<file path="src/rtl/uart_tx.sv">
// 8N1 UART transmitter with a small byte FIFO and a programmable baud divider.
// Bytes go out LSB-first; back-to-back frames leave no idle gap on the line.
module uart_tx #(
   parameter int unsigned CLKS_PER_BIT = 868,
   parameter int unsigned FIFO_DEPTH   = 4
) (
   input  logic       clk,
   input  logic       rst,
   input  logic [7:0] tx_data,
   input  logic       tx_valid,
   output logic       tx_ready,
   output logic       uart_rxd_out,
   output logic       busy,
   output logic [4:0] fifo_count
);

   localparam int unsigned CNT_W = $clog2(CLKS_PER_BIT);
   localparam int unsigned PTR_W = $clog2(FIFO_DEPTH);
   localparam logic [CNT_W-1:0] CNT_LAST = CNT_W'(CLKS_PER_BIT - 1);
   localparam logic [4:0] DEPTH = 5'(FIFO_DEPTH);

   typedef enum logic [1:0] {
      IDLE,
      START,
      DATA,
      STOP
   } state_t;

   state_t            state_q, state_d;
   logic [CNT_W-1:0]  cnt_q, cnt_d;
   logic [2:0]        bit_q, bit_d;
   logic [7:0]        shift_q, shift_d;
   logic              line_q, line_d;
   logic [PTR_W-1:0]  wr_q, wr_d;
   logic [PTR_W-1:0]  rd_q, rd_d;
   logic [4:0]        count_q, count_d;
   logic              ready_q, ready_d;
   logic              busy_q, busy_d;
   logic [7:0]        mem_q [FIFO_DEPTH];
   logic              push;
   logic              pop;
   logic              bit_end;

   assign push    = tx_valid && ready_q;
   assign bit_end = (cnt_q == CNT_LAST);

   always_comb begin
      state_d = state_q;
      cnt_d   = cnt_q + CNT_W'(1);
      bit_d   = bit_q;
      shift_d = shift_q;
      line_d  = line_q;
      pop     = 1'b0;

      case (state_q)
         IDLE: begin
            cnt_d  = '0;
            line_d = 1'b1;
            if (count_q != '0) begin
               pop     = 1'b1;
               shift_d = mem_q[rd_q];
               state_d = START;
               line_d  = 1'b0;
            end
         end
         START: begin
            if (bit_end) begin
               state_d = DATA;
               cnt_d   = '0;
               bit_d   = '0;
               line_d  = shift_q[0];
            end
         end
         DATA: begin
            if (bit_end) begin
               cnt_d   = '0;
               shift_d = {1'b0, shift_q[7:1]};
               bit_d   = bit_q + 3'd1;
               line_d  = shift_q[1];
               if (bit_q == 3'd7) begin
                  state_d = STOP;
                  line_d  = 1'b1;
               end
            end
         end
         STOP: begin
            if (bit_end) begin
               cnt_d = '0;
               // Chain straight into the next start bit so frames abut.
               if (count_q != '0) begin
                  pop     = 1'b1;
                  shift_d = mem_q[rd_q];
                  state_d = START;
                  line_d  = 1'b0;
               end else begin
                  state_d = IDLE;
                  line_d  = 1'b1;
               end
            end
         end
         default: begin
            state_d = IDLE;
            cnt_d   = '0;
            line_d  = 1'b1;
         end
      endcase

      wr_d = push ? wr_q + PTR_W'(1) : wr_q;
      rd_d = pop  ? rd_q + PTR_W'(1) : rd_q;

      case ({push, pop})
         2'b10:   count_d = count_q + 5'd1;
         2'b01:   count_d = count_q - 5'd1;
         default: count_d = count_q;
      endcase

      ready_d = (count_d != DEPTH);
      busy_d  = (state_d != IDLE) || (count_d != '0);
   end

   always_ff @(posedge clk) begin
      if (rst) begin
         state_q <= IDLE;
         cnt_q   <= '0;
         bit_q   <= '0;
         shift_q <= '0;
         line_q  <= 1'b1;
         wr_q    <= '0;
         rd_q    <= '0;
         count_q <= '0;
         ready_q <= 1'b1;
         busy_q  <= 1'b0;
      end else begin
         state_q <= state_d;
         cnt_q   <= cnt_d;
         bit_q   <= bit_d;
         shift_q <= shift_d;
         line_q  <= line_d;
         wr_q    <= wr_d;
         rd_q    <= rd_d;
         count_q <= count_d;
         ready_q <= ready_d;
         busy_q  <= busy_d;
      end
   end

   // Storage needs no reset; the pointers and count define what is valid.
   always_ff @(posedge clk) begin
      if (!rst && push) begin
         mem_q[wr_q] <= tx_data;
      end
   end

   assign tx_ready     = ready_q;
   assign uart_rxd_out = line_q;
   assign busy         = busy_q;
   assign fifo_count   = count_q;

endmodule

</file>
<file path="config.mk">
export PLATFORM = sky130hd
export DESIGN_NAME = uart_tx
export DESIGN_NICKNAME = d
export VERILOG_FILES = /design/src/rtl/uart_tx.sv
export SDC_FILE = /design/constraint.sdc
export NUM_CORES = 1
export LEC_CHECK = 0
export ABC_AREA = 0
export BUFFER_PORTS_ARGS = -buffer_cell sky130_fd_sc_hd__buf_2
export CAP_MARGIN = 20
export CORE_ASPECT_RATIO = 0.5
export CORE_UTILIZATION = 50
export CTS_CLUSTER_SIZE = 30
export DETAILED_ROUTE_END_ITERATION = 6
export PLACE_DENSITY = 0.65
export SYNTH_ARGS = -nofsm -noshare
export SYNTH_HDL_FRONTEND = slang
export SYNTH_SLANG_ARGS = --single-unit
</file>
<file path="constraint.sdc">
create_clock -name clk -period 10.3 [get_ports clk]
set_clock_uncertainty 0.1 [all_clocks]
set_input_delay 1.03 -clock clk [delete_from_list [all_inputs] [get_ports clk]]
set_output_delay 1.03 -clock clk [all_outputs]
set_load 0.03 [all_outputs]
</file>
Word level (Yosys, flattened, before mapping)
Memory sizes are Yosys's and may differ from the RTL's. A register that Yosys moved wholly into a read port is not among the register bits.
Index checks and enable logic that the tools add are counted.

storage, ports and cells
  bits in writable memories = 32
  output and inout bits = 8
  logic and storage cells = 72
  input port bits = 11
  bits in registers = 35
  memories kept = 1

operators by class
  equality and inequality tests = 11
  muxes and demuxes = 30
  add/subtract/negate cells = 6
  reductions and logical operators = 14

memories
  memory  words  width  read ports  clocked after Yosys merged registers in  write ports  RTL line  text
  mem_q   4      8      1           1                                        1            39        logic [7:0] mem_q [FIFO_DEPTH];

operator list
  kind                                                   count
  two-way mux 8 bit                                      3
  case mux 8 bit (3 select lines)                        1
  case mux 10 bit (2 select lines)                       1
  two-way mux 2 bit                                      7
  adder 10 x 1 -> 10 bit, second input constant          1
  equality test 10 bit, second input constant            1
  two-way mux 1 bit                                      10
  two-way mux 10 bit                                     1
  case mux 5 bit (2 select lines)                        1
  nonzero test 5 bit                                     2
  AND reduction 3 bit                                    3
  case mux 2 bit (4 select lines)                        1
  equality test 2 bit, second input constant             3
  two-way mux 3 bit                                      2
  inequality test 2 bit, second input constant           3
  case mux 3 bit (2 select lines)                        1
  adder 5 x 1 -> 5 bit, second input constant            1
  inequality test 5 x 3 -> 1 bit, second input constant  1
  subtractor 5 x 1 -> 5 bit, second input constant       1
  adder 2 x 1 -> 2 bit, second input constant            2
  equality test 2 x 1 -> 1 bit, second input constant    2
  case mux 1 bit (4 select lines)                        1
  nonzero test 2 bit                                     2
  adder 3 x 1 -> 3 bit, second input constant            1
  8 further kinds                                        9

Depth between registers and ports, before layout
  depth in word-level cells = 8
  gate-level depth with buffers = 13
  depth with buffers taken out = 13

Least setup slack after synthesis
No wires, ideal clock.

  path kind = register to register
  start point = reg state_q[1]
  end point = reg busy_q (netlist: busy)
  buffers on the path = 1
  period minus slack after synthesis = 3.282 ns
  cell stages (with the launch flop) = 11
  data required time = 10.061 ns
  setup slack = 7.018 ns
  library setup time = 0.139 ns
  arrival = 3.043 ns
  path through = dfxtp_1 > ha_1 > or4b_1 > o31a_1 > nor3_1 > ha_1 > clkbuf_1 > or2_2 > o32ai_2 > xnor2_1 > a41oi_2

on the way
  word-level cells in the longest chain between the ends = 6
  elaborated cells on any way between the ends = 17
  those cells by class = eq/ne (5); mux (8); reduce/logical (4)

ends and longest elaborated chain
  item                                                                        RTL line  text
  start: declaration                                                          29        state_t state_q, state_d;
  start signal: assignment                                                    134       state_q <= state_d;
  equality test 2 bit / zero test 2 bit (equally long branches)               55        case (state_q)
  case mux 1 bit (2 select lines)                                             55
  equality test 2 x 1 -> 1 bit / equality test 2 bit (equally long branches)  111       case ({push, pop})
  case mux 5 bit (2 select lines)                                             111
  nonzero test 5 bit                                                          118       busy_d = (state_d != IDLE) || (count_d != '0);
  logical OR 1 bit (*)                                                        118
  end signal: assignment                                                      143       busy_q <= busy_d;
  end: declaration                                                            38        logic busy_q, busy_d;

Every way passes the cells marked *; elsewhere a longest branch is shown, timed or not.
A chain may end at the register's enable or synchronous reset.

Worst setup path in the final report
Same ends and word-level chain as after synthesis.

==> reports/qor.csv <==
metric;value;unit
fmax;287;MHz
synth cell count leaders;44 x nor2_1, 37 x dfxtp_1, 32 x edfxtp_1, 25 x a21oi_1, 24 x nand2_1;
Area Overhead vs Synth;15.0;%
Reg2Reg Setup Slack;6.82;ns
Critical R2R Launch;state_q[1];
Synth area leader;edfxtp_1;
clock-pin slew on the worst setup and hold paths;0.06;ns
first-pass GRT wire length;9.58;mm
layout cells sized above 1;15.9;%
vias per cell;5.45;
WHS Endpoint;cnt_q[0];
# setup viols final;0;
R2R depth;9;
clk root buf;clkbuf_16;
critical path endpoint category;register;
Total Nets Final;321;
final worst-path cycle share;33.8;%
synth unique cells;46;
Most common cell on crit path;ha_1;
slew of the pin with the lowest slew margin;1.01;ns
Syn. warnings;0;
drt wl/cell;14.8;µm
Hold Crit Depth;1;
worst setup margin;6.82;ns
Top-Level Pins;19;
status;completed;
#FFs+latches synth;69;
sequential area share after synthesis;55.4;%
die area;6470;µm²
crit-path max FO;8;
critical path's top delay family;simple AND/OR/NAND/NOR gates;
critical path's largest stage delay;0.50;ns
top cell type's share of synthesized area;31.3;%
element type at the critical path start;register;
PostCTS Resize Cnt;0;
Post-CTS Setup Inserts;0;
clk buf depth;2;
Worst Hold Margin;0.356;ns
detailed placement HPWL;3.69;mm
TritonCTS clock tree;yes;
max_slew headroom;32.1;%
Rows;19;
Vias;2040;
critical path arrival;3.58;ns
Final Cell Area;3530;µm²
First-pass DRT Iterations;6;
number of global-route vias before repair;1964;
max-cap violations;0;
setup tns final;0;ns
pwr dens;298;nW/µm²
htree depth;3;
worst vdd ir;0.175;mV
Placer Congestion;0.808;
cts bufs inserted;9;
Worst Path Buf+Inv;0;
Slew Viols, Final;0;
Mapped Area;3070;µm²
clk_lat worst skew;0.34;ns
synthesized area per cell;11.0;µm²
Tmin final;3.48;ns
number of stages on the worst setup path;9;
CP Cell Sequence;ha_1 -> or4b_1 -> o31a_1 -> nor3_1 -> ha_1 -> or2_2 -> o32ai_2 -> xnor2_1 -> a41oi_2;
type of the worst min-delay path;register to register;
final wirelength;5.55;mm
worst slack at placement;6.82;ns
DR iter-0 viols;142;
gr ovfl total;0;
GRT Total Usage;20.4;%
most frequent cell after synthesis;nor2_1;
critical path required time;10.39;ns
maximum number of pins on one net before global-route repair;29;
DIE WIDTH;113;µm
crit path max-delay cell type;or4b_1;
R2R Path End;busy;
Initial Util;53.8;%
async set-reset flop share out of synthesis;0;%
Crit Path Category;register to register;
RSZ-0062 raised after global routing;no;
CTS Sinks;69;
top cells by area, synth;edfxtp_1 31%, dfxtp_1 24%, mux4_2 5.9%;
antenna violations before repair;0;
# DRC;0;
placed cell areas;3210;µm²
Leakage;1.31;nW
EDFF count, synth;32;
cells after synthesis;278;
hold_buf cts;0;
Core Area;5710;µm²
Port Buffers;18;
ant diodes;0;
height of the die;57.4;µm
predominant post-synthesis flop cell;dfxtp_1;
remaining antenna violation count;0;
Design Power;1.05;mW
endpoints failing hold;0;
post-synth net total;303;
hold_sp;cnt_q[0];
==> registers in the layout, indices dropped and copies added, names as in the netlist, named ones only <==
register / count
state_q: 2
tx_ready: 1
busy: 1
shift_q: 8
cnt_q: 10
mem_q: 32
bit_q: 3
rd_q: 2
wr_q: 2
fifo_count: 5
uart_rxd_out: 1
==> metal layers <==
| layer | routed length (µm) | share of wire [%] | track usage (%) | up-vias |
|---|---|---|---|---|
| li1 | - | - | - | 1032 |
| met1 | 2770 | 50 | 26.9 | 971 |
| met2 | 2520 | 45 | 29.8 | 33 |
| met3 | 207 | 3.7 | 9.78 | 4 |
| met4 | 63 | 1.1 | 6.86 | 0 |
| met5 | 0 | 0 | 0 | - |
==> worst max-delay path by stage <==
stage	from	to	slack, ns
4_1_cts	state_q[1]	tx_ready	6.80
3_3_place_gp	state_q[1]	busy	6.96
3_5_place_dp	state_q[1]	busy	6.82
2_1_floorplan	state_q[1]	busy	7.02
5_1_grt	state_q[1]	tx_ready	6.62
6_report	state_q[1]	busy	6.82
==> power by group <==
group / switching, mW / total [mW] / internal (mW)
combinational: 0.209 / 0.349 / 0.140
sequential: 0.0391 / 0.373 / 0.334
clock: 0.116 / 0.329 / 0.213
total: 0.365 / 1.05 / 0.686
==> cell families (layout without fill, tap and decap cells) <==
| logic type | after synthesis | in the layout | synth area share, % |
|---|---|---|---|
| flops | 69 | 69 | 55.4 |
| simple gates | 101 | 101 | 14.8 |
| xor+xnor | 16 | 16 | 4.57 |
| mux | 9 | 9 | 6.20 |
| fa+ha+maj | 14 | 14 | 5.71 |
| compound gates | 50 | 50 | 10.9 |
| buf+inv | 19 | 42 | 2.36 |
==> cell type report <==
| class | instances | area [µm²] |
|---|---|---|
| Tap cell | 73 | 91.3 |
| Timing Repair Buffer | 18 | 90.1 |
| Fill cell | 461 | 2170 |
| Inverter | 8 | 30.0 |
| Sequential cell | 69 | 1700 |
| Clock buffer | 9 | 225 |
| Clock inverter | 7 | 97.6 |
| Multi-Input combinational cell | 190 | 1290 |
==> layout by cell type (no fill, tap or decap), types with 2 or more instances in the layout <==
cell	synthesis	layout
dfxtp_1	37	37
a21oi_1	25	25
buf_2	1	18
nor3_1	5	5
xor2_1	8	8
edfxtp_1	32	32
and2_1	4	4
ha_1	14	14
or3_1	5	5
o21ai_1	5	5
and3_1	2	2
o21ai_0	2	2
a22o_1	2	2
xnor2_1	8	8
nor2_1	44	44
nand2_1	24	24
mux4_2	8	8
inv_1	7	7
o32ai_1	2	2
inv_6	0	2
clkinv_1	1	2
clkbuf_16	0	9
nand3_1	7	7
or2_2	2	2
bufinv_16	0	2
a32oi_1	2	2
==> stage by stage <==
stage	util [%]	instances
2_1_floorplan	-	278
3_3_place_gp	56.2	358
3_5_place_dp	56.2	358
4_1_cts	61.9	374
5_1_grt	61.9	374
6_report	61.9	374
Note: power is estimated with default switching activity, not from simulation.
